### config.mk
export PLATFORM = sky130hd
export DESIGN_NAME = dwrr_pkt_sched_flat
export DESIGN_NICKNAME = d
export VERILOG_FILES = /design/src/rtl/dwrr_pkt_sched_if.sv /design/src/rtl/dwrr_pkt_sched.sv /design/src/flat_wrapper.sv
export SDC_FILE = /design/constraint.sdc
export NUM_CORES = 1
export LEC_CHECK = 0
export BUFFER_PORTS_ARGS = -buffer_cell sky130_fd_sc_hd__buf_2
export CORE_MARGIN = 3
export CORE_UTILIZATION = 55
export DETAILED_ROUTE_END_ITERATION = 10
export HOLD_SLACK_MARGIN = 0.06
export PLACE_DENSITY_LB_ADDON = 0.3
export SETUP_SLACK_MARGIN = 0.02
export SYNTH_ARGS = -nofsm -noshare
export SYNTH_HDL_FRONTEND = slang
export SYNTH_SLANG_ARGS = --single-unit
### constraint.sdc
create_clock -name clk -period 4.62 [get_ports clk]
set_input_delay 0.462 -clock clk [delete_from_list [all_inputs] [get_ports clk]]
set_output_delay 0.462 -clock clk [all_outputs]
set_load 0.03 [all_outputs]
### src/rtl/dwrr_pkt_sched_if.sv
// Request, length and quantum inputs plus per-beat grant outputs of the DWRR packet scheduler.
// The requester/link side uses the master modport; the scheduler uses the slave modport.
interface dwrr_pkt_sched_if #(
    parameter int NUM_REQS = 4,
    parameter int QWID     = 8,
    parameter int LWID     = 4
);
    logic [NUM_REQS-1:0]      reqs;
    logic [NUM_REQS*LWID-1:0] req_len;
    logic [NUM_REQS*QWID-1:0] input_quantums;
    logic                     out_ready;
    logic [NUM_REQS-1:0]      gnt;
    logic                     beat_valid;
    logic                     sop;
    logic                     eop;

    modport master (
        output reqs, req_len, input_quantums, out_ready,
        input  gnt, beat_valid, sop, eop
    );

    modport slave (
        input  reqs, req_len, input_quantums, out_ready,
        output gnt, beat_valid, sop, eop
    );
endinterface

### src/rtl/dwrr_pkt_sched.sv
// Deficit-weighted round-robin scheduler for multi-beat packets on one shared output link.
// Optional DWRR_SKIP_EN: the round-robin pointer jumps straight to the next requesting index.
module dwrr_pkt_sched #(
    parameter int NUM_REQS = 4,
    parameter int QWID     = 8,
    parameter int LWID     = 4,
    parameter int CNTWID   = (NUM_REQS > 1) ? $clog2(NUM_REQS) : 1
) (
    input logic             clk,
    input logic             rst,
    dwrr_pkt_sched_if.slave bus
);
    typedef enum logic [1:0] {IDLE, EVAL, XFER} state_e;

    state_e            state_q, state_d;
    logic [CNTWID-1:0] rrPtr_q, rrPtr_d;
    logic              fresh_q, fresh_d;
    logic [QWID-1:0]   def_q [NUM_REQS];
    logic [QWID-1:0]   def_d [NUM_REQS];
    logic [LWID-1:0]   len_q, len_d;
    logic [LWID-1:0]   beatCnt_q, beatCnt_d;

    logic [LWID-1:0]     curLen;
    logic [LWID-1:0]     effLen;
    logic [QWID-1:0]     curQuantum;
    logic [QWID-1:0]     curDef;
    logic [QWID:0]       addSum;
    logic                lastBeat;
    logic [CNTWID-1:0]   nextPtr;
    logic [CNTWID-1:0]   advPtr;
    logic [NUM_REQS-1:0] skipClear;

    assign curLen     = bus.req_len[rrPtr_q*LWID +: LWID];
    assign effLen     = (curLen == '0) ? LWID'(1) : curLen;
    assign curQuantum = bus.input_quantums[rrPtr_q*QWID +: QWID];
    assign curDef     = def_q[rrPtr_q];
    assign addSum     = {1'b0, curDef} + {1'b0, curQuantum};
    assign lastBeat   = (beatCnt_q == len_q - 1'b1);
    assign nextPtr    = (rrPtr_q == CNTWID'(NUM_REQS-1)) ? '0 : rrPtr_q + 1'b1;

`ifdef DWRR_SKIP_EN
    int   idx;
    logic found;

    // Rotating search from cur+1; idle indices passed over lose their deficit, as a full visit would do.
    always_comb begin
        advPtr    = nextPtr;
        skipClear = '0;
        found     = 1'b0;
        idx       = 0;
        for (int k = 1; k < NUM_REQS; k++) begin
            idx = (int'(rrPtr_q) + k) % NUM_REQS;
            if (!found) begin
                if (bus.reqs[idx]) begin
                    found  = 1'b1;
                    advPtr = CNTWID'(idx);
                end else begin
                    skipClear[idx] = 1'b1;
                end
            end
        end
        if (!found) begin
            skipClear = '0;
        end
    end
`else
    assign advPtr    = nextPtr;
    assign skipClear = '0;
`endif

    always_comb begin
        state_d   = state_q;
        rrPtr_d   = rrPtr_q;
        fresh_d   = fresh_q;
        len_d     = len_q;
        beatCnt_d = beatCnt_q;
        for (int i = 0; i < NUM_REQS; i++) begin
            def_d[i] = def_q[i];
        end

        case (state_q)
            IDLE: begin
                if (|bus.reqs) begin
                    state_d = EVAL;
                end
            end
            EVAL: begin
                if (fresh_q) begin
                    def_d[rrPtr_q] = addSum[QWID] ? '1 : addSum[QWID-1:0];
                    fresh_d        = 1'b0;
                end else if (bus.reqs[rrPtr_q] && (curDef >= QWID'(effLen))) begin
                    len_d     = effLen;
                    beatCnt_d = '0;
                    state_d   = XFER;
                end else begin
                    if (!bus.reqs[rrPtr_q]) begin
                        def_d[rrPtr_q] = '0;
                    end
                    for (int i = 0; i < NUM_REQS; i++) begin
                        if (skipClear[i]) begin
                            def_d[i] = '0;
                        end
                    end
                    rrPtr_d = advPtr;
                    fresh_d = 1'b1;
                    state_d = (|bus.reqs) ? EVAL : IDLE;
                end
            end
            XFER: begin
                // The packet is committed: only out_ready and the latched length matter here.
                if (bus.out_ready) begin
                    beatCnt_d = beatCnt_q + 1'b1;
                    if (lastBeat) begin
                        def_d[rrPtr_q] = curDef - QWID'(len_q);
                        fresh_d        = 1'b0;
                        state_d        = EVAL;
                    end
                end
            end
            default: begin
                state_d = IDLE;
            end
        endcase
    end

    always_ff @(posedge clk or negedge rst) begin
        if (!rst) begin
            state_q   <= IDLE;
            rrPtr_q   <= '0;
            fresh_q   <= 1'b1;
            len_q     <= '0;
            beatCnt_q <= '0;
            for (int i = 0; i < NUM_REQS; i++) begin
                def_q[i] <= '0;
            end
        end else begin
            state_q   <= state_d;
            rrPtr_q   <= rrPtr_d;
            fresh_q   <= fresh_d;
            len_q     <= len_d;
            beatCnt_q <= beatCnt_d;
            for (int i = 0; i < NUM_REQS; i++) begin
                def_q[i] <= def_d[i];
            end
        end
    end

    assign bus.gnt        = (state_q == XFER) ? (NUM_REQS'(1) << rrPtr_q) : '0;
    assign bus.beat_valid = (state_q == XFER);
    assign bus.sop        = (state_q == XFER) && (beatCnt_q == '0);
    assign bus.eop        = (state_q == XFER) && lastBeat;
endmodule

### src/flat_wrapper.sv
// flat-port wrapper written by rule: the top's interface ports become plain ports
module dwrr_pkt_sched_flat 
#(
    parameter int NUM_REQS = 4,
    parameter int QWID     = 8,
    parameter int LWID     = 4,
    parameter int CNTWID   = (NUM_REQS > 1) ? $clog2(NUM_REQS) : 1
)
  (clk, rst, bus_reqs, bus_req_len, bus_input_quantums, bus_out_ready, bus_gnt, bus_beat_valid, bus_sop, bus_eop);
  dwrr_pkt_sched_if #(.NUM_REQS(NUM_REQS), .QWID(QWID), .LWID(LWID)) bus_i ();
  input logic clk;
  input logic rst;
  input wire logic [$bits(bus_i.reqs)-1:0] bus_reqs;
  input wire logic [$bits(bus_i.req_len)-1:0] bus_req_len;
  input wire logic [$bits(bus_i.input_quantums)-1:0] bus_input_quantums;
  input wire logic [$bits(bus_i.out_ready)-1:0] bus_out_ready;
  output wire logic [$bits(bus_i.gnt)-1:0] bus_gnt;
  output wire logic [$bits(bus_i.beat_valid)-1:0] bus_beat_valid;
  output wire logic [$bits(bus_i.sop)-1:0] bus_sop;
  output wire logic [$bits(bus_i.eop)-1:0] bus_eop;
  assign bus_i.reqs = bus_reqs;
  assign bus_i.req_len = bus_req_len;
  assign bus_i.input_quantums = bus_input_quantums;
  assign bus_i.out_ready = bus_out_ready;
  assign bus_gnt = bus_i.gnt;
  assign bus_beat_valid = bus_i.beat_valid;
  assign bus_sop = bus_i.sop;
  assign bus_eop = bus_i.eop;
  dwrr_pkt_sched #(.NUM_REQS(NUM_REQS), .QWID(QWID), .LWID(LWID), .CNTWID(CNTWID)) u_core (.clk(clk), .rst(rst), .bus(bus_i));
endmodule
==> run summary, run 1 <==
DR DRC count: 0
FP Rows: 30
Switch Pwr: 2.149 mW
Seq cells post-synth: 45
Setup-failing EPs final: 0
Gate power share: 76.5%
Setup Buffers After CTS: 0
CTS tree: yes
Mapped cell area: 4119 µm²
Root buf cell: clkbuf_8
Worst setup path endpoint: u_core.def_q[15]
R2r setup slk: 0.79 ns
Setup WS pre-CTS: 0.8980 ns
Global route overflow: 0
Later-pin clock latency in the skew report: 0.31 ns
Register-to-Register Path Depth: 9
GRT Total Usage: 28.69%
Number of library cell types mapped by synthesis: 60
CP required: 4.82 ns
Max Clock Freq: 260.8 MHz
Vias/cell: 6.843
Hold crit path type: in2async
Routed Antenna Nets: 0
CP max stage delay: 0.75 ns
Clk slew on worst S/H paths: 0.09 ns
# H-tree levels: 2
HPWL after DPL: 8.864 mm
Ant. Diodes: 0
Avg Inst Size Synth: 9.646 µm²
Worst R2R End: u_core.def_q[15]
DR iter-0 viols: 420
Internal: 1.866 mW
Sw Share: 53.52%
Layout cells sized above 1: 23.85%
Seq/Total Area, Yosys: 27.37%
CP Data Arrival Time: 4.03 ns
Setup crit start kind: flip-flop
FFs w/ async S/R, synth: 100.0%
Clk pwr share: 6.3%
Fillers: 566
Cts hold-fix bufs: 0
Worst Slack Setup Final: 0.7863 ns
Io pins: 62
Slowest-stage cell, CP: dfrtp_1
Final Hold Fails: 0
First-pass GRT wire length: 19.40 mm
Pre-antenna DRT Iters: 5
Critical Path Stages: 9
Die span in y: 92.54 µm
Input/output buffers: 61
Outcome: complete, no violations
Clock skew: 0.009162 ns
Dominant synthesized flop cell: dfrtp_1
Initial Util: 58.68%
Fin nets: 561
Post-route setup TNS: 0 ns
Top delay family on crit path: compound AO/OA/AOI/OAI gates
Synthesized netlist net count: 511
Vias in the first global route: 3799
Largest net degree at the start of global routing: 46
Maximum vdd ir drop: 351.5 µV
Power Dens Cells: 878.9 nW/µm²
Synth-to-layout area growth: 10.91%
Post-synth EDFFs: 0
Least-Margin Pin Slew: 1.055 ns
Post-route minimum period: 3.834 ns
CTS buffer count: 5
Total vias in the final route: 3928
Critical Path Start: u_core.rrPtr_q[1]
CP Cell Sequence: buf_4 > mux4_2 > ha_1 > a211oi_1 > o21bai_1 > a31o_2 > nor4_1 > o32ai_1 > a22o_1
Sum of buffers and inverters on the critical path: 1
Placeable Area: 7019 µm²
Final core utilization: 65.08%
P_leak: 2.020 nW
Mapped Cells: 427
Yosys warns: 0
Max Buffers Root-to-Sink: 2
Sequential Power Share: 17.2%
DIE AREA: 8564 µm²
RSZ-0062 raised after global routing: no
Antenna violations before repair: 0
Max-slew headroom: 29.69%
Crit-path max FO: 13
Final wirelength: 11.94 mm
Critical path class: reg2reg
Clock Sinks: 45
Slew Limit Fails: 0
RD Place Congestion: 0.8956
Crit share post-route: 82.98%
Die width: 92.54 µm
Total of max-cap violations: 0
Post_cts resized: 0
Worst r2r src: u_core.rrPtr_q[1]
Avg WL per Cell: 20.79 µm
CP Capture Type: flip-flop
[cells in the mapped netlist (3+ instances only)]
| cell type | instances | area (µm²) |
|---|---|---|
| clkbuf_1 | 15 | 56.30 |
| a22o_1 | 8 | 70.07 |
| dfrtp_1 | 44 | 1101 |
| mux2_2 | 8 | 90.09 |
| buf_2 | 5 | 25.02 |
| xnor2_1 | 10 | 87.58 |
| a211oi_1 | 10 | 75.07 |
| a221o_1 | 4 | 40.04 |
| and3_1 | 7 | 43.79 |
| o22ai_4 | 4 | 80.08 |
| o32ai_1 | 16 | 140.1 |
| nand2_1 | 31 | 116.4 |
| mux2i_1 | 6 | 60.06 |
| o21ai_0 | 21 | 105.1 |
| xor2_1 | 4 | 35.03 |
| inv_1 | 37 | 138.9 |
| nor2_1 | 16 | 60.06 |
| ha_1 | 27 | 337.8 |
| a21oi_1 | 45 | 225.2 |
| and2_0 | 4 | 25.02 |
| mux2_1 | 14 | 157.7 |
| a311oi_1 | 5 | 43.79 |
| nand3_1 | 8 | 40.04 |
| nand3b_1 | 5 | 37.54 |
| o211ai_1 | 3 | 22.52 |
| o221ai_1 | 6 | 52.55 |
| nand2b_1 | 4 | 25.02 |
| mux4_2 | 21 | 473.0 |
[state kept, by name, summed over array words and instances, names as in the netlist]
register / flops
u_core.def_q: 32
u_core.fresh_q: 1
u_core.len_q: 4
u_core.beatCnt_q: 4
u_core.rrPtr_q: 2
u_core.state_q: 2
[power by group through the flow]
stage | Combinational [mW] | Sequential, mW | Clock (mW)
final | 3.07 | 0.689 | 0.253
after global routing | 3.35 | 0.705 | 0.274
after CTS | 3.00 | 0.682 | 0.257
after detailed placement | 2.98 | 0.690 | 0
after global placement | 2.92 | 0.684 | 0
after floorplan | 2.32 | 0.629 | 0
[layout by cell type (no fill, tap or decap), types with 3 or more instances in the layout]
cell / n
and3_1: 7
nand2b_1: 4
clkbuf_8: 5
mux2_2: 8
o221ai_1: 6
mux2_1: 14
nand3b_1: 5
nor2_1: 16
a311oi_1: 5
a21oi_1: 45
o21ai_0: 21
ha_1: 27
o32ai_1: 16
xnor2_1: 10
and2_0: 4
a211oi_1: 10
o211ai_1: 3
dfrtp_1: 44
nand3_1: 8
buf_2: 61
xor2_1: 4
o22ai_4: 4
a221o_1: 4
mux2i_1: 6
buf_4: 4
mux4_2: 21
nand2_1: 31
a22o_1: 8
inv_1: 37
[worst reg2reg max path, delay by kind of cell (launching register included)]
family	cells	cell delay, ns
multiplexers	1	0.33
flip-flops	1	0.75
AO/OA/AOI/OAI	5	1.21
AND/OR/NAND/NOR	1	0.74
adder cells (fa/ha/maj)	1	0.36
buffers and inverters	1	0.33
[per-stage QoR]
step	cells	total power, mW	hold WS (ns)	instance area (µm²)
final	574	4.015	0.3352	4568
after global placement	566	3.604	0.4981	4478
after CTS	574	3.941	0.3639	4568
after floorplan	427	2.950	0.1664	4119
after global routing	574	4.327	0.4238	4568
after detailed placement	566	3.671	0.5084	4478
[layer usage]
layer / vias up / GRT usage (%) / routed length (µm)
met2: 252 / 45.20 / 5497
met3: 31 / 8.367 / 1365
met1: 1907 / 37.63 / 4769
li1: 1738 / - / -
met4: 0 / 10.15 / 303
met5: - / 0 / 0
[area by class of cell]
class	instances	area [µm²]	share of cell area, %
clock buffers	5	68.82	1.506
clock inverters	3	21.27	0.4656
inverters	37	138.9	3.040
multi-input cells	323	2756	60.34
flip-flops and latches	45	1127	24.68
well taps	96	120.1	2.629
repair buffers	65	335.3	7.340
[how the worst min path moves through the flow]
stage                     startpoint                   to  slack [ns]  depth (start not counted)
floorplan                        rst  u_core.beatCnt_q[0]        0.17                          0
global placement    u_core.def_q[28]     u_core.def_q[28]        0.50                          1
detailed placement  u_core.def_q[18]     u_core.def_q[18]        0.51                          1
CTS                              rst      u_core.def_q[2]        0.36                          1
global route                     rst    u_core.state_q[1]        0.42                          1
finish                           rst    u_core.state_q[1]        0.34                          1
[cell families after synthesis]
family / synth area share (%)
AOI/OAI and AO/OA: 24.18
and+or+nand+nor: 11.63
buffers and inverters: 5.710
muxes: 18.96
DFF: 27.37
adders and majority gates: 9.174
xor gates and xnor gates: 2.977
Note: power is estimated with default switching activity, not from simulation.
==> run 2: changes to the inputs <==
--- a/config.mk
+++ b/config.mk
@@ -5,6 +5,7 @@
 export SDC_FILE = /design/constraint.sdc
 export NUM_CORES = 1
 export LEC_CHECK = 0
+export ABC_AREA = 1
 export BUFFER_PORTS_ARGS = -buffer_cell sky130_fd_sc_hd__buf_2
 export CORE_MARGIN = 3
 export CORE_UTILIZATION = 55
==> constraint.sdc (replaced) <==
create_clock -name clk -period 3.6 [get_ports clk]
set_input_delay 0.36 -clock clk [delete_from_list [all_inputs] [get_ports clk]]
set_output_delay 0.36 -clock clk [all_outputs]
set_load 0.03 [all_outputs]
==> run 2 against run 1 <==
  * Non-clock buffer count grew 5
  * Worst setup slack lost 0.28 ns
  * Register-to-register slack lost 0.28 ns
  * Clock skew grew 0.0062 ns
  * First-iteration DRC count grew 14%
  * Global-route usage grew 2.5 points
  * Critical path depth grew 5
  * Highest routed layer unchanged
==> run summary, run 2 <==
Post-route minimum period: 3.096 ns (was 3.834 ns)
Slew Limit Fails: 0 (unchanged)
RSZ-0062 raised after global routing: no (unchanged)
Largest net degree at the start of global routing: 46 (unchanged)
Vias in the first global route: 4739 (was 3799)
CP required: 3.81 ns (was 4.82 ns)
DR DRC count: 0 (unchanged)
Crit share post-route: 86.00% (was 82.98%)
Most frequent cells in the layout: nand2_1, nor2_1, buf_2 (was buf_2, a21oi_1, dfrtp_1)
Mapped Cells: 730 (was 427)
Commonest non-fill, non-tap cell in the layout: nand2_1 (was buf_2)
Placeable Area: 7767 µm² (was 7019 µm²)
Clock Sinks: 45 (unchanged)
Setup-failing EPs final: 0 (unchanged)
Number of library cell types mapped by synthesis: 40 (was 60)
Input/output buffers: 61 (unchanged)
Max Buffers Root-to-Sink: 2 (unchanged)
Avg WL per Cell: 15.52 µm (was 20.79 µm)
Die width: 95.72 µm (was 92.54 µm)
Critical path class: reg2reg (unchanged)
Outcome: complete, no violations (unchanged)
Yosys warns: 0 (unchanged)
Routed Antenna Nets: 0 (unchanged)
CTS tree: yes (unchanged)
Final wirelength: 13.85 mm (was 11.94 mm)
Post-route setup TNS: 0 ns (unchanged)
CP Data Arrival Time: 3.30 ns (was 4.03 ns)
RD Place Congestion: 0.9645 (was 0.8956)
Post_cts resized: 0 (unchanged)
FP Rows: 32 (was 30)
Clock skew: 0.01533 ns (was 0.009162 ns)
Setup Buffers After CTS: 0 (unchanged)
Leading area contributor after synthesis: nand2_1 (was dfrtp_1)
Avg Inst Size Synth: 6.064 µm² (was 9.646 µm²)
Later-pin clock latency in the skew report: 0.30 ns (was 0.31 ns)
Total of max-cap violations: 0 (unchanged)
Cts hold-fix bufs: 0 (unchanged)
HPWL after DPL: 10.45 mm (was 8.864 mm)
GRT Total Usage: 31.15% (was 28.69%)
Largest Register: u_core.def_q (unchanged)
Final Hold Fails: 0 (unchanged)
Pre-antenna DRT Iters: 6 (was 5)
Ant. Diodes: 0 (unchanged)
Max Clock Freq: 323.0 MHz (was 260.8 MHz)
Top cells by area, synth: nand2_1, dfrtp_1, ha_1, o21ai_0, nor2_1 (was dfrtp_1, mux4_2, ha_1, a21oi_1, mux2_1)
CP Capture Type: flip-flop (unchanged)
# H-tree levels: 2 (unchanged)
Crit-path max FO: 19 (was 13)
Initial Util: 56.99% (was 58.68%)
Setup crit start kind: flip-flop (unchanged)
Vias/cell: 5.638 (was 6.843)
Max FFs per register: 32 (unchanged)
Dominant synthesized flop cell: dfrtp_1 (unchanged)
Top-count cell post-synth: nand2_1 (was a21oi_1)
Clk slew on worst S/H paths: 0.10 ns (was 0.09 ns)
Mapped cell area: 4427 µm² (was 4119 µm²)
Layout cells sized above 1: 13.80% (was 23.85%)
Seq cells post-synth: 45 (unchanged)
Die span in y: 95.72 µm (was 92.54 µm)
FFs w/ async S/R, synth: 100.0% (unchanged)
Antenna violations before repair: 0 (unchanged)
Top flop regs: u_core.def_q (32), u_core.beatCnt_q (4), u_core.len_q (4) (unchanged)
Least-Margin Pin Slew: 1.119 ns (was 1.055 ns)
Max-slew headroom: 25.42% (was 29.69%)
Yosys top cell area share: 30.02% (was 26.73%)
Io pins: 62 (unchanged)
Post-synth EDFFs: 0 (unchanged)
DIE AREA: 9161 µm² (was 8564 µm²)
Fin nets: 873 (was 561)
First-pass GRT wire length: 22.29 mm (was 19.40 mm)
Seq/Total Area, Yosys: 25.47% (was 27.37%)
Global route overflow: 0 (unchanged)
Hold crit path type: in2async (unchanged)
Root buf cell: clkbuf_8 (unchanged)
Synth-to-layout area growth: 11.59% (was 10.91%)
Synthesized netlist net count: 814 (was 511)
Top cells by count, synth: nand2_1, nor2_1, inv_1 (was a21oi_1, dfrtp_1, inv_1)
DR iter-0 viols: 480 (was 420)
Total vias in the final route: 5029 (was 3928)
CTS buffer count: 5 (unchanged)
run 2: cell types whose count changed after synthesis, moves of 21 or more:
cell,previous run,this run
nor2_1,16,61
o21ai_0,21,47
nand2_1,31,354
a21oi_1,45,16
nand3_1,8,31
mux4_2,21,0
run 2: path summary, 6_finish.rpt:
kind	start	cells past startpoint	slack, ns	end
worst max-delay path	u_core.rrPtr_q[1]	14	0.50	u_core.def_q[1]
worst min-delay path	rst	1	0.25	u_core.def_q[2]
worst max register to register	u_core.rrPtr_q[1]	14	0.50	u_core.def_q[1]
worst min register to register	u_core.len_q[1]	2	0.51	u_core.len_q[1]
max in group asynchronous	rst	1	2.64	u_core.def_q[8]
min in group clk	u_core.len_q[1]	2	0.51	u_core.len_q[1]
run 2: cells by family after synthesis:
family,count (synthesis),synth area share (%)
AO/OA/AOI/OAI,90,11.79
XOR/XNOR,9,1.781
buffers and inverters,78,7.603
adder cells (fa/ha/maj),29,8.536
flip-flops,45,25.47
AND/OR/NAND/NOR,479,44.83
run 2: critical path, stage by stage (launching register included):
cell and delay, ns:
dfrtp_1 0.40, inv_2 0.29, o21ai_0 0.18, o22ai_1 0.43
ha_1 0.38, a21oi_1 0.21, nand2_1 0.11, nand2_1 0.07
nand3_1 0.16, nor2_1 0.36, o21ai_0 0.16, nand2_1 0.09
nand2_1 0.06, nand2_1 0.05, nand2_1 0.05
run 2: layout make-up:
| cell class | instances | area [µm²] |
|---|---|---|
| clock buffer | 7 | 86.33 |
| clock inverter | 1 | 30.03 |
| fill | 762 | 2828 |
| inverter | 60 | 232.7 |
| multi-input combinational | 607 | 2963 |
| sequential | 45 | 1127 |
| tap | 102 | 127.6 |
| timing repair buffer | 70 | 372.9 |
run 2: metal layers:
| metal | routed length, µm | global-route usage [%] |
|---|---|---|
| met2 | 6410 | 52.23 |
| met5 | 0 | 0 |
| met1 | 5685 | 41.29 |
| met3 | 1378 | 3.753 |
| met4 | 371 | 11.37 |
run 2: through the flow:
stage	setup WS [ns]	hold slack (ns)	cell area (µm²)	instances	util, %
2_1_floorplan	0.7336	0.06441	4427	730	-
3_3_place_gp	0.7105	0.4829	4823	884	62.10
3_5_place_dp	0.5974	0.4910	4823	884	62.10
4_1_cts	0.5812	0.3004	4940	892	63.60
5_1_grt	0.2784	0.3389	4940	892	63.60
6_report	0.5041	0.2504	4940	892	63.60
Power of run 2 is left out: the tool's default activity adds up to more than one toggle a clock period on the data nets, which glitch-free logic cannot reach.
==> run 3: changes to the inputs <==
--- a/config.mk
+++ b/config.mk
@@ -12,6 +12,7 @@
 export DETAILED_ROUTE_END_ITERATION = 10
 export HOLD_SLACK_MARGIN = 0.06
 export PLACE_DENSITY_LB_ADDON = 0.3
+export REMOVE_ABC_BUFFERS = 1
 export SETUP_SLACK_MARGIN = 0.02
 export SYNTH_ARGS = -nofsm -noshare
 export SYNTH_HDL_FRONTEND = slang
==> run 3 against run 2 <==
  * Via count shrank 4.2%
  * Worst hold slack lost 0.025 ns
  * Critical path depth grew 4
  * First-iteration DRC count shrank 35%
  * Flip-flop and latch count is the same
  * Global-route usage shrank 2.4 points
  * Die area is the same
  * Worst setup slack lost 0.079 ns
  * Clock skew shrank 0.0037 ns
  * Register-to-register slack lost 0.08 ns
  * Largest cell class unchanged
==> run summary, run 3 (synthesis gave the netlist of run 2 again) <==
Worst Slack Setup Final: 0.4253 ns (was 0.5041 ns)
Later-pin clock latency in the skew report: 0.31 ns (was 0.30 ns)
Avg WL per Cell: 14.43 µm (was 15.52 µm)
Min Hold Slack: 0.2255 ns (was 0.2504 ns)
Slowest-stage cell, CP: dfrtp_1 (was o22ai_1)
DR iter-0 viols: 313 (was 480)
Io pins: 62 (unchanged)
Final Hold Fails: 0 (unchanged)
Fin nets: 871 (was 873)
Slew Limit Fails: 0 (unchanged)
FP Rows: 32 (unchanged)
Commonest non-fill, non-tap cell in the layout: nand2_1 (unchanged)
Largest Register: u_core.def_q (unchanged)
CTS tree: yes (unchanged)
Setup crit start kind: flip-flop (unchanged)
CP max stage delay: 0.43 ns (about the same)
Layout cells sized above 1: 13.71% (was 13.80%)
Worst r2r src: u_core.rrPtr_q[0] (was u_core.rrPtr_q[1])
Synth-to-layout area growth: 11.33% (was 11.59%)
GR met1 Demand/Resource: 37.37% (was 41.29%)
Critical path class: reg2reg (unchanged)
Worst setup path endpoint: u_core.def_q[26] (was u_core.def_q[1])
Placeable Area: 7767 µm² (unchanged)
Post_cts resized: 0 (unchanged)
Max FFs per register: 32 (unchanged)
Cell mode on critical path: nand2_1 (unchanged)
CP required: 3.86 ns (was 3.81 ns)
Hold crit path type: in2async (unchanged)
Die span in y: 95.72 µm (unchanged)
Max Clock Freq: 315.0 MHz (was 323.0 MHz)
Largest net degree at the start of global routing: 46 (unchanged)
Routed Antenna Nets: 0 (unchanged)
Ant. Diodes: 0 (unchanged)
RSZ-0062 raised after global routing: no (unchanged)
Antenna violations before repair: 0 (unchanged)
Least-Margin Pin Slew: 1.045 ns (was 1.119 ns)
Most frequent cells in the layout: nand2_1, nor2_1, buf_2 (unchanged)
Crit share post-route: 88.19% (was 86.00%)
First-pass GRT wire length: 20.68 mm (was 22.29 mm)
DIE AREA: 9161 µm² (unchanged)
Total vias in the final route: 4816 (was 5029)
Outcome: complete, no violations (unchanged)
GRT Total Usage: 28.75% (was 31.15%)
Vias in the first global route: 4378 (was 4739)
CTS buffer count: 5 (unchanged)
Post-route setup TNS: 0 ns (unchanged)
DR DRC count: 0 (unchanged)
Met2 Use GR: 48.93% (was 52.23%)
Clock skew: 0.01163 ns (was 0.01533 ns)
Register-to-Register Path Depth: 18 (was 14)
Die width: 95.72 µm (unchanged)
CP Cell Sequence: inv_4 > buf_4 > nand2_1 > a32oi_1 > ha_1 > inv_1 > fa_1 > inv_1 > nand3_1 > nand2_1 > a21oi_1 > o21ai_0 > nand2_1 > nand2_1 > nand2_1 > nand2_1 > nand2_1 > nand2_1 (was inv_2 > o21ai_0 > o22ai_1 > ha_1 > a21oi_1 > nand2_1 > nand2_1 > nand3_1 > nor2_1 > o21ai_0 > nand2_1 > nand2_1 > nand2_1 > nand2_1)
RD Place Congestion: 0.9553 (was 0.9645)
Critical Path Start: u_core.rrPtr_q[0] (was u_core.rrPtr_q[1])
HPWL after DPL: 9.497 mm (was 10.45 mm)
Setup-failing EPs final: 0 (unchanged)
Post-route minimum period: 3.175 ns (was 3.096 ns)
Top flop regs: u_core.def_q (32), u_core.beatCnt_q (4), u_core.len_q (4) (unchanged)
# H-tree levels: 2 (unchanged)
Input/output buffers: 61 (unchanged)
Max Buffers Root-to-Sink: 2 (unchanged)
Clk slew on worst S/H paths: 0.10 ns (about the same)
Total of max-cap violations: 0 (unchanged)
Worst R2R End: u_core.def_q[26] (was u_core.def_q[1])
Vias/cell: 5.411 (was 5.638)
Root buf cell: clkbuf_8 (unchanged)
GRT busiest layer: met2 (unchanged)
Global route overflow: 0 (unchanged)
Met3 Use GR: 4.769% (was 3.753%)
Crit-path max FO: 24 (was 19)
Cts hold-fix bufs: 0 (unchanged)
R2r setup slk: 0.43 ns (was 0.50 ns)
Setup WS pre-CTS: 0.4538 ns (was 0.5974 ns)
Max-slew headroom: 30.35% (was 25.42%)
Clock Sinks: 45 (unchanged)
Final wirelength: 12.85 mm (was 13.85 mm)
Pre-antenna DRT Iters: 5 (was 6)
Setup Buffers After CTS: 0 (unchanged)
CP Capture Type: flip-flop (unchanged)
Initial Util: 56.99% (unchanged)
CP Data Arrival Time: 3.43 ns (was 3.30 ns)
run 3: cell count changes in the layout (fill, tap and decap cells not counted), sizes merged:
| cell | previous run | this run |
|---|---|---|
| buf | 70 | 68 |
| clkbuf | 7 | 6 |
| clkinvlp | 0 | 1 |
run 3: area by class of cell:
class	count	area, µm²
fillers	721	2839
flip-flops and latches	45	1127
multi-input cells	607	2963
well taps	102	127.6
inverters	60	232.7
clock inverters	2	37.54
repair buffers	68	357.8
clock buffers	6	82.58
run 3: critical path, delay by kind of cell, from the launching register on:
| kind | cells | cell delay [ns] |
|---|---|---|
| and+or+nand+nor | 9 | 0.74 |
| adders and majority gates | 2 | 0.58 |
| buffers and inverters | 4 | 0.72 |
| DFF | 1 | 0.43 |
| AOI/OAI and AO/OA | 3 | 0.65 |
run 3: worst min path at each step:
| stage | start | cells after the start | to |
|---|---|---|---|
| 4_1_cts | rst | 1 | u_core.def_q[31] |
| 5_1_grt | rst | 1 | u_core.def_q[29] |
| 2_1_floorplan | rst | 0 | u_core.beatCnt_q[0] |
| 6_report | rst | 1 | u_core.def_q[31] |
| 3_3_place_gp | u_core.len_q[1] | 2 | u_core.len_q[1] |
| 3_5_place_dp | u_core.len_q[1] | 2 | u_core.len_q[1] |
run 3: layer usage:
metal | vias up | share of wire (%)
met3 | 29 | 8.7
met2 | 200 | 46
met4 | 0 | 2.2
met1 | 2158 | 43
li1 | 2429 | -
met5 | - | 0
run 3: metrics by stage:
stage	instance area, µm²	util, %	cells
6_report	4928	63.45	890
4_1_cts	4928	63.45	890
3_3_place_gp	4808	61.90	882
2_1_floorplan	4323	-	712
3_5_place_dp	4808	61.90	882
5_1_grt	4928	63.45	890
Power of run 3 is left out for the same reason.
